## config.mk

```make
export PLATFORM = sky130hd
export DESIGN_NAME = stepper_controller
export DESIGN_NICKNAME = d
export VERILOG_FILES = /design/src/rtl/stepper_controller.sv
export SDC_FILE = /design/constraint.sdc
export NUM_CORES = 1
export LEC_CHECK = 0
export ABC_AREA = 1
export BUFFER_PORTS_ARGS = -buffer_cell sky130_fd_sc_hd__buf_2
export CELL_PAD_IN_SITES_DETAIL_PLACEMENT = 1
export CELL_PAD_IN_SITES_GLOBAL_PLACEMENT = 1
export CORE_ASPECT_RATIO = 1.25
export CORE_MARGIN = 2
export CORE_UTILIZATION = 25
export DETAILED_ROUTE_END_ITERATION = 6
export PLACE_DENSITY_LB_ADDON = 0.1
export SETUP_SLACK_MARGIN = 0.3
export SYNTH_ARGS = -nofsm -noshare
export SYNTH_HDL_FRONTEND = slang
export SYNTH_SLANG_ARGS = --single-unit
```

## constraint.sdc

```tcl
create_clock -name clk -period 4.2 [get_ports clk]
set_clock_uncertainty 0.15 [all_clocks]
set_input_delay 1.05 -clock clk [delete_from_list [all_inputs] [get_ports clk]]
set_output_delay 1.05 -clock clk [all_outputs]
set_load 0.02 [all_outputs]
```

## src/rtl/stepper_controller.sv

```systemverilog
// Sequencing FSM for the stepper-motor ASIP datapath: fetch/execute, delay-paced pauses and moves.
// Optional half-step moves (movrhs) are built only when MOVRHS_EN is defined.
//
// state      | meaning
// -----------+--------------------------------------------------------------
// RESET      | idle after reset, all controls low
// FETCH      | instruction ROM registers the pc address
// EXEC       | decode the opcode flags and drive the datapath for one cycle
// PAUSE_WAIT | delay counter running for a pause
// MOVE_CHECK | test the remaining signed step count in temp
// STEP       | one position update, temp moved one count toward zero
// STEP2      | second position update of a half-step move (MOVRHS_EN only)
// STEP_WAIT  | delay counter running between steps
// ABS_WAIT   | delay counter running after an absolute move
module stepper_controller (
  input  logic       clk,
  input  logic       reset,
  input  logic       br,
  input  logic       brz,
  input  logic       addi,
  input  logic       subi,
  input  logic       sr0,
  input  logic       srh0,
  input  logic       clr,
  input  logic       mov,
  input  logic       mova,
  input  logic       movr,
  input  logic       movrhs,
  input  logic       pause,
  input  logic       delay_done,
  input  logic       temp_is_positive,
  input  logic       temp_is_negative,
  input  logic       temp_is_zero,
  input  logic       register0_is_zero,
  output logic       write_reg_file,
  output logic       result_mux_select,
  output logic [1:0] op1_mux_select,
  output logic [1:0] op2_mux_select,
  output logic       start_delay_counter,
  output logic       enable_delay_counter,
  output logic       commit_branch,
  output logic       increment_pc,
  output logic       alu_add_sub,
  output logic       alu_set_low,
  output logic       alu_set_high,
  output logic       load_temp,
  output logic       increment_temp,
  output logic       decrement_temp,
  output logic [1:0] select_immediate,
  output logic [1:0] select_write_address,
  output logic [3:0] state
);

  typedef enum logic [3:0] {
    S_RESET      = 4'd0,
    S_FETCH      = 4'd1,
    S_EXEC       = 4'd2,
    S_PAUSE_WAIT = 4'd3,
    S_MOVE_CHECK = 4'd4,
    S_STEP       = 4'd5,
    S_STEP2      = 4'd6,
    S_STEP_WAIT  = 4'd7,
    S_ABS_WAIT   = 4'd8
  } state_t;

  typedef enum logic [3:0] {
    OP_NOP, OP_BR, OP_BRZ, OP_PAUSE, OP_MOVA, OP_MOVR, OP_MOVRHS,
    OP_ADDI, OP_SUBI, OP_SR0, OP_SRH0, OP_CLR, OP_MOV
  } op_t;

  state_t cur;
  op_t    op;

`ifdef MOVRHS_EN
  logic half_step;
  logic step_neg;
`endif

  assign state             = cur;
  assign result_mux_select = 1'b0;

  // Priority encode the decoded-instruction flags; several may be set at once.
  always_comb begin
    op = OP_NOP;
    if (br)            op = OP_BR;
    else if (brz)      op = OP_BRZ;
    else if (pause)    op = OP_PAUSE;
    else if (mova)     op = OP_MOVA;
    else if (movr)     op = OP_MOVR;
    else if (movrhs) begin
`ifdef MOVRHS_EN
      op = OP_MOVRHS;
`else
      op = OP_NOP;
`endif
    end
    else if (addi)     op = OP_ADDI;
    else if (subi)     op = OP_SUBI;
    else if (sr0)      op = OP_SR0;
    else if (srh0)     op = OP_SRH0;
    else if (clr)      op = OP_CLR;
    else if (mov)      op = OP_MOV;
  end

  always_ff @(posedge clk) begin
    if (reset) begin
      cur <= S_RESET;
`ifdef MOVRHS_EN
      half_step <= 1'b0;
      step_neg  <= 1'b0;
`endif
    end else begin
      case (cur)
        S_RESET: cur <= S_FETCH;
        S_FETCH: cur <= S_EXEC;
        S_EXEC: begin
          case (op)
            OP_PAUSE: cur <= S_PAUSE_WAIT;
            OP_MOVA:  cur <= S_ABS_WAIT;
            OP_MOVR: begin
              cur <= S_MOVE_CHECK;
`ifdef MOVRHS_EN
              half_step <= 1'b0;
`endif
            end
`ifdef MOVRHS_EN
            OP_MOVRHS: begin
              cur       <= S_MOVE_CHECK;
              half_step <= 1'b1;
            end
`endif
            default:  cur <= S_FETCH;
          endcase
        end
        S_PAUSE_WAIT, S_ABS_WAIT: if (delay_done) cur <= S_FETCH;
        S_MOVE_CHECK: cur <= temp_is_zero ? S_FETCH : S_STEP;
        S_STEP: begin
`ifdef MOVRHS_EN
          // temp may reach zero in this cycle, so STEP2 reuses the direction seen here
          step_neg <= temp_is_negative;
          cur      <= half_step ? S_STEP2 : S_STEP_WAIT;
`else
          cur <= S_STEP_WAIT;
`endif
        end
`ifdef MOVRHS_EN
        S_STEP2: cur <= S_STEP_WAIT;
`endif
        S_STEP_WAIT: if (delay_done) cur <= S_MOVE_CHECK;
        default: cur <= S_RESET;
      endcase
    end
  end

  always_comb begin
    write_reg_file       = 1'b0;
    op1_mux_select       = 2'd0;
    op2_mux_select       = 2'd0;
    start_delay_counter  = 1'b0;
    enable_delay_counter = 1'b0;
    commit_branch        = 1'b0;
    increment_pc         = 1'b0;
    alu_add_sub          = 1'b0;
    alu_set_low          = 1'b0;
    alu_set_high         = 1'b0;
    load_temp            = 1'b0;
    increment_temp       = 1'b0;
    decrement_temp       = 1'b0;
    select_immediate     = 2'd0;
    select_write_address = 2'd0;
    case (cur)
      S_EXEC: begin
        case (op)
          OP_BR: begin
            op2_mux_select = 2'd1;
            commit_branch  = 1'b1;
          end
          OP_BRZ: begin
            if (register0_is_zero) begin
              op2_mux_select = 2'd1;
              commit_branch  = 1'b1;
            end else begin
              increment_pc = 1'b1;
            end
          end
          OP_PAUSE: start_delay_counter = 1'b1;
          OP_MOVA: begin
            op1_mux_select       = 2'd1;
            op2_mux_select       = 2'd1;
            write_reg_file       = 1'b1;
            select_write_address = 2'd2;
            start_delay_counter  = 1'b1;
          end
          OP_MOVR, OP_MOVRHS: load_temp = 1'b1;
          OP_ADDI, OP_SUBI: begin
            op1_mux_select   = 2'd1;
            op2_mux_select   = 2'd1;
            select_immediate = 2'd1;
            alu_add_sub      = (op == OP_SUBI);
            write_reg_file   = 1'b1;
            increment_pc     = 1'b1;
          end
          OP_SR0, OP_SRH0: begin
            op1_mux_select       = 2'd2;
            op2_mux_select       = 2'd1;
            select_immediate     = 2'd2;
            alu_set_low          = (op == OP_SR0);
            alu_set_high         = (op == OP_SRH0);
            write_reg_file       = 1'b1;
            select_write_address = 2'd3;
            increment_pc         = 1'b1;
          end
          OP_CLR: begin
            op2_mux_select   = 2'd1;
            select_immediate = 2'd3;
            alu_set_low      = 1'b1;
            alu_set_high     = 1'b1;
            write_reg_file   = 1'b1;
            increment_pc     = 1'b1;
          end
          OP_MOV: begin
            op1_mux_select = 2'd1;
            alu_set_low    = 1'b1;
            alu_set_high   = 1'b1;
            write_reg_file = 1'b1;
            increment_pc   = 1'b1;
          end
          default: increment_pc = 1'b1;
        endcase
      end
      S_PAUSE_WAIT, S_ABS_WAIT: begin
        enable_delay_counter = 1'b1;
        increment_pc         = delay_done;
      end
      S_MOVE_CHECK: increment_pc = temp_is_zero;
      S_STEP: begin
        op1_mux_select       = 2'd3;
        op2_mux_select       = 2'd1;
        select_immediate     = 2'd3;
        alu_add_sub          = temp_is_negative;
        write_reg_file       = 1'b1;
        select_write_address = 2'd2;
        decrement_temp       = temp_is_positive;
        increment_temp       = temp_is_negative;
`ifdef MOVRHS_EN
        start_delay_counter  = ~half_step;
`else
        start_delay_counter  = 1'b1;
`endif
      end
`ifdef MOVRHS_EN
      S_STEP2: begin
        op1_mux_select       = 2'd3;
        op2_mux_select       = 2'd1;
        select_immediate     = 2'd3;
        alu_add_sub          = step_neg;
        write_reg_file       = 1'b1;
        select_write_address = 2'd2;
        start_delay_counter  = 1'b1;
      end
`endif
      S_STEP_WAIT: enable_delay_counter = 1'b1;
      default: ;
    endcase
  end

endmodule

```

# Word level (Yosys, flattened, before mapping)
# Cells that the tools add are included.
[word_totals]
word_cells = 82
input_bits = 19
out_inout_bits = 24
register_bits = 4
[op_classes]
eq_ne = 21
mux = 47
reduce_logical = 13
[ops]
columns = ["cell", "count"]
rows = [
  ["two-way mux 4 bit", 14],
  ["== test 4 x 3 -> 1 bit, second input constant", 7],
  ["case mux 4 bit (7 select lines)", 1],
  ["== test 4 bit, second input constant", 6],
  ["case mux 2 bit (2 select lines)", 5],
  ["case mux 1 bit (2 select lines)", 9],
  ["== test 4 x 2 -> 1 bit, second input constant", 4],
  ["two-way mux 1 bit", 14],
  ["OR reduction 7 bit", 2],
  ["case mux 4 bit (3 select lines)", 1],
  ["OR reduction 2 bit", 6],
  ["== test 4 x 1 -> 1 bit, second input constant", 2],
  ["case mux 2 bit (3 select lines)", 1],
  ["OR reduction 5 bit", 1],
  ["zero test 4 bit", 1],
  ["!= test 2 bit, second input constant", 2],
  ["OR reduction 4 bit", 1],
  ["two-way mux 3 bit", 1],
  ["case mux 1 bit (3 select lines)", 1],
  ["OR reduction 3 bit", 1],
  ["AND reduction 2 bit", 1],
]

# Depth between registers and ports, before layout
[depth]
depth_word = 16
ltp_mapped = 17
mapped_depth_nobuf = 17

# Least setup slack after synthesis
# OpenSTA, ideal clock, no wires.
[synth_timing]
path_type = "input port to output port"
from = "in srh0"
to = "out increment_pc"
path_stages = 9
required_ns = 3.000
n_path_buf = 0
arrival_ns = 2.317
path_slack_ns = 0.683
cell_sequence = "nor2_2 nor3_1 o21ai_1 nand2_1 nand2_2 inv_1 nand4_1 nand4_1 o21ai_0"
[synth_via]
elab_chain_len = 14
word_cells_on_any_way = 19
cone_classes = "eq/ne (6); mux (12); reduce/logical (1)"
[synth_rtl]
columns = ["item", "line", "rtl"]
rows = [
  ["from (decl)", "23", "input logic srh0,"],
  ["two-way mux 4 bit *", "100", "else if (srh0) op = OP_SRH0;"],
  ["two-way mux 4 bit *", "99", "else if (sr0) op = OP_SR0;"],
  ["two-way mux 4 bit *", "98", "else if (subi) op = OP_SUBI;"],
  ["two-way mux 4 bit *", "97", "else if (addi) op = OP_ADDI;"],
  ["two-way mux 4 bit *", "90", "else if (movrhs) begin"],
  ["two-way mux 4 bit *", "89", "else if (movr) op = OP_MOVR;"],
  ["two-way mux 4 bit *", "88", "else if (mova) op = OP_MOVA;"],
  ["two-way mux 4 bit *", "87", "else if (pause) op = OP_PAUSE;"],
  ["two-way mux 4 bit *", "86", "else if (brz) op = OP_BRZ;"],
  ["two-way mux 4 bit *", "85", "if (br) op = OP_BR;"],
  ["== test 4 x 3 -> 1 bit, or another cell as far along", "173", "case (op)"],
  ["OR reduction 5 bit (no line)", "--", ""],
  ["case mux 1 bit (2 select lines) *", "173", ""],
  ["case mux 1 bit (3 select lines) *", "171", "case (cur)"],
  ["to (decl)", "42", "output logic increment_pc,"],
]
# Every way passes the cells marked *; elsewhere a longest branch is shown, timed or not.

# Worst setup path after layout
[layout_timing]
from = "in srh0"
to = "out select_write_address[1]"
[layout_via]
elab_chain_len = 14
word_cells_on_any_way = 16
cone_classes = "eq/ne (3); mux (12); reduce/logical (1)"
[layout_rtl]
columns = ["item", "line", "rtl"]
rows = [
  ["two-way mux 4 bit *", "100", ""],
  ["two-way mux 4 bit *", "99", ""],
  ["two-way mux 4 bit *", "98", ""],
  ["two-way mux 4 bit *", "97", ""],
  ["two-way mux 4 bit *", "90", ""],
  ["two-way mux 4 bit *", "89", ""],
  ["two-way mux 4 bit *", "88", ""],
  ["two-way mux 4 bit *", "87", ""],
  ["two-way mux 4 bit *", "86", ""],
  ["two-way mux 4 bit *", "85", ""],
  ["== test 4 bit", "173", ""],
  ["OR reduction 2 bit", "--", ""],
  ["case mux 2 bit (2 select lines) *", "173", ""],
  ["case mux 2 bit (2 select lines) *", "171", ""],
  ["to (decl)", "50", "output logic [1:0] select_write_address,"],
]
# Marked as above.

==> metrics.txt <==
Max Cap Violations=0; fraction of final layout cells with drive strength greater than 1=40.74%; combinational family with the most area after synthesis=simple AND/OR/NAND/NOR gates; floorplan die area=about 0.0037 mm^2; cell accounting for the most synthesized area=sky130_fd_sc_hd__nand2_1; ratio of final minimum period to clock period=89.73%; Rows=23; Leak=0.0006640 uW; category of the worst setup path launch point=input pin; FF+latch count, synth=4; FMAX=0.2653 GHz; residual DRC count=0; Die W=55.13 um; type of the setup path with the least slack=input pin to output port; final layout net count=between 200 and 250; max reg flops=4; count of flip-flops with a built-in enable after synthesis=0; Inserted Diodes=0; clock buffer depth=2; area growth from synthesis to final layout=38.90%; post-route ant nets=0; synthesized-area fraction occupied by ao, oa, aoi and oai cells=between 10% and 20%; worst supply voltage drop on vdd=0.1710 mV; Synth Flop Type=sky130_fd_sc_hd__dfxtp_1; gr ovfl total=0; most frequent standard cell in the layout excluding fill and tap cells=sky130_fd_sc_hd__buf_2; Post-Synth Adder-Cell Area=0%; average routed wire per standard cell=11.21 um; Avg Synthesized Cell Area=5.714 um^2; number of hold violations in the final report=0; Pwr Density=183.2 mW/mm^2; run status=completed; number of hold-repair buffers added at the cts stage=0; first-pass iteration count of the detailed router=4; largest driver fanout on the critical path=4; clk_lat worst skew=210 ps; violation count after the first detailed-route iteration=11; top-level port count=43; TritonCTS clock tree=yes; clock transition at the register clock pins on the worst setup and hold paths after CTS=roughly 30 ps; number of sinks handled by clock tree synthesis=4; count of mapped cells out of synthesis=143; RSZ-0062 raised after global routing=yes; Tot GR Track Use=14.26%; area fraction in and, or, nand and nor cells after synthesis=56.20%; post-place setup slack=~400 ps; via count of the first global-routing pass=a little under 1,000; Final Routed Wirelength=roughly 2.5 mm; die boundary height=between 60 and 70 um; maximum number of pins on one net before global-route repair=12; synth unique cells=31; first-pass GRT wire length=4.057 mm; critical path data arrival time=2570 ps; Final TNS setup=0 ps; final-report setup violation count=0; crit path capture type=output port; highest-count cells in the layout ignoring fill and taps=sky130_fd_sc_hd__buf_2 (38), sky130_fd_sc_hd__nand2_1 (32), sky130_fd_sc_hd__inv_1 (29); TritonCTS Buffers=3; overall via count from detail_route=about 1,000; starting density of the core=approximately a quarter; via/cell ratio=4.637; worst path setup slack after routing=431.3 ps; H-tree depth=1; initial antenna violation count=0; gpl congestion=0.7838; post-synthesis sequential area ratio=approximately a tenth; total of buffers placed on input and output ports=40; class of the tightest hold or removal check=register to register; sum of net half-perimeters after detailed placement=approximately 2.2 mm; share of Yosys cell area claimed by the top area cell type=approximately 15%; summed instance area of the synthesized netlist=817.0 um^2; fraction of registers with async set/reset=0%; cell types occupying the most area after synthesis=sky130_fd_sc_hd__nand2_1 (15%), sky130_fd_sc_hd__inv_1 (13%), sky130_fd_sc_hd__dfxtp_1 (9.8%); final worst path period need=3769 ps; share of the synthesized netlist area taken by xor and xnor gates=0%; core area=0.003166 mm^2; Final Max Slew Viols=0; Post-Route Utilization=35.85%; Critical Path RT=3000 ps; YS warnings=0; share of cell area taken by muxes after synthesis=0%; CTS Root Buffer Type=sky130_fd_sc_hd__clkbuf_8
[Yosys cell counts, types with 3 or more instances]
cell type and count:
sky130_fd_sc_hd__nand2_2 5, sky130_fd_sc_hd__a21oi_1 7, sky130_fd_sc_hd__nand3_1 9, sky130_fd_sc_hd__nand2_1 32, sky130_fd_sc_hd__o21ai_1 3, sky130_fd_sc_hd__dfxtp_1 4
sky130_fd_sc_hd__nand4_1 4, sky130_fd_sc_hd__nor2_1 14, sky130_fd_sc_hd__nor2_4 3, sky130_fd_sc_hd__nand3_2 3, sky130_fd_sc_hd__nor2_2 3, sky130_fd_sc_hd__inv_1 29
sky130_fd_sc_hd__inv_2 4
[power breakdown]
group | switching (uW) | internal, uW | total [uW]
sequential | 5.51 | 41.3 | 46.8
combinational | 53.4 | 28.4 | 81.8
clock | 18.3 | 61.0 | 79.2
[through the flow]
step / total power, uW / cells / hold WS, ps / cell area [um^2]
after floorplan: 100.8 / 144 / 443.7 / 820.8
after global placement: 129.1 / 219 / 397.6 / 1056
after detailed placement: 130.2 / 219 / 418.4 / 1056
after CTS: 211.0 / 222 / 423.5 / 1097
after global routing: 222.5 / 226 / 461.3 / 1135
final: 207.9 / 226 / 416.2 / 1135
[critical path, stage by stage]
cell and delay (ps):
sky130_fd_sc_hd__buf_2 110, sky130_fd_sc_hd__nor2_2 140, sky130_fd_sc_hd__nand3_1 90, sky130_fd_sc_hd__nand2_1 90
sky130_fd_sc_hd__nand2_2 60, sky130_fd_sc_hd__nand2_4 90, sky130_fd_sc_hd__nand2_2 70, sky130_fd_sc_hd__nor2_4 150
sky130_fd_sc_hd__nand4_4 140, sky130_fd_sc_hd__or2_4 270, sky130_fd_sc_hd__a31oi_2 120, sky130_fd_sc_hd__buf_2 180
[routing by layer]
layer | vias up | share of wire [%] | GRT usage, %
li1 | 542 | - | -
met1 | 487 | 38 | 14.84
met2 | 19 | 59 | 29.76
met3 | 0 | 3.0 | 0
met4 | 0 | 0 | 3.659
met5 | - | 0 | 0
[layout make-up]
type,instances,area (um^2)
multi-input cells,104,600.6
clock buffers,3,41.29
well taps,37,46.29
repair buffers,45,242.7
flip-flops and latches,4,80.08
fillers,454,2031
inverters,33,123.9
[worst paths after layout]
kind	cells past startpoint	start	end	slack, ps
max reg2reg	9	state[3]	state[1]	2480
min reg2reg	2	state[3]	state[3]	420
min	2	state[3]	state[3]	420
max	12	srh0	select_write_address[1]	430
[kinds of logic after synthesis]
family / after synthesis
buffers and inverters: 36
DFF: 4
and+or+nand+nor: 82
AOI/OAI and AO/OA: 20
other: 1
[what timing repair did]
action / 4_1_cts / 5_1_grt
hold endpoints to repair: 0 / 0
buffers inserted: 0 / 4
endpoints found under the setup margin: 0 / 3
resized for setup: 0 / 3
(Power assumes the default switching activity.)
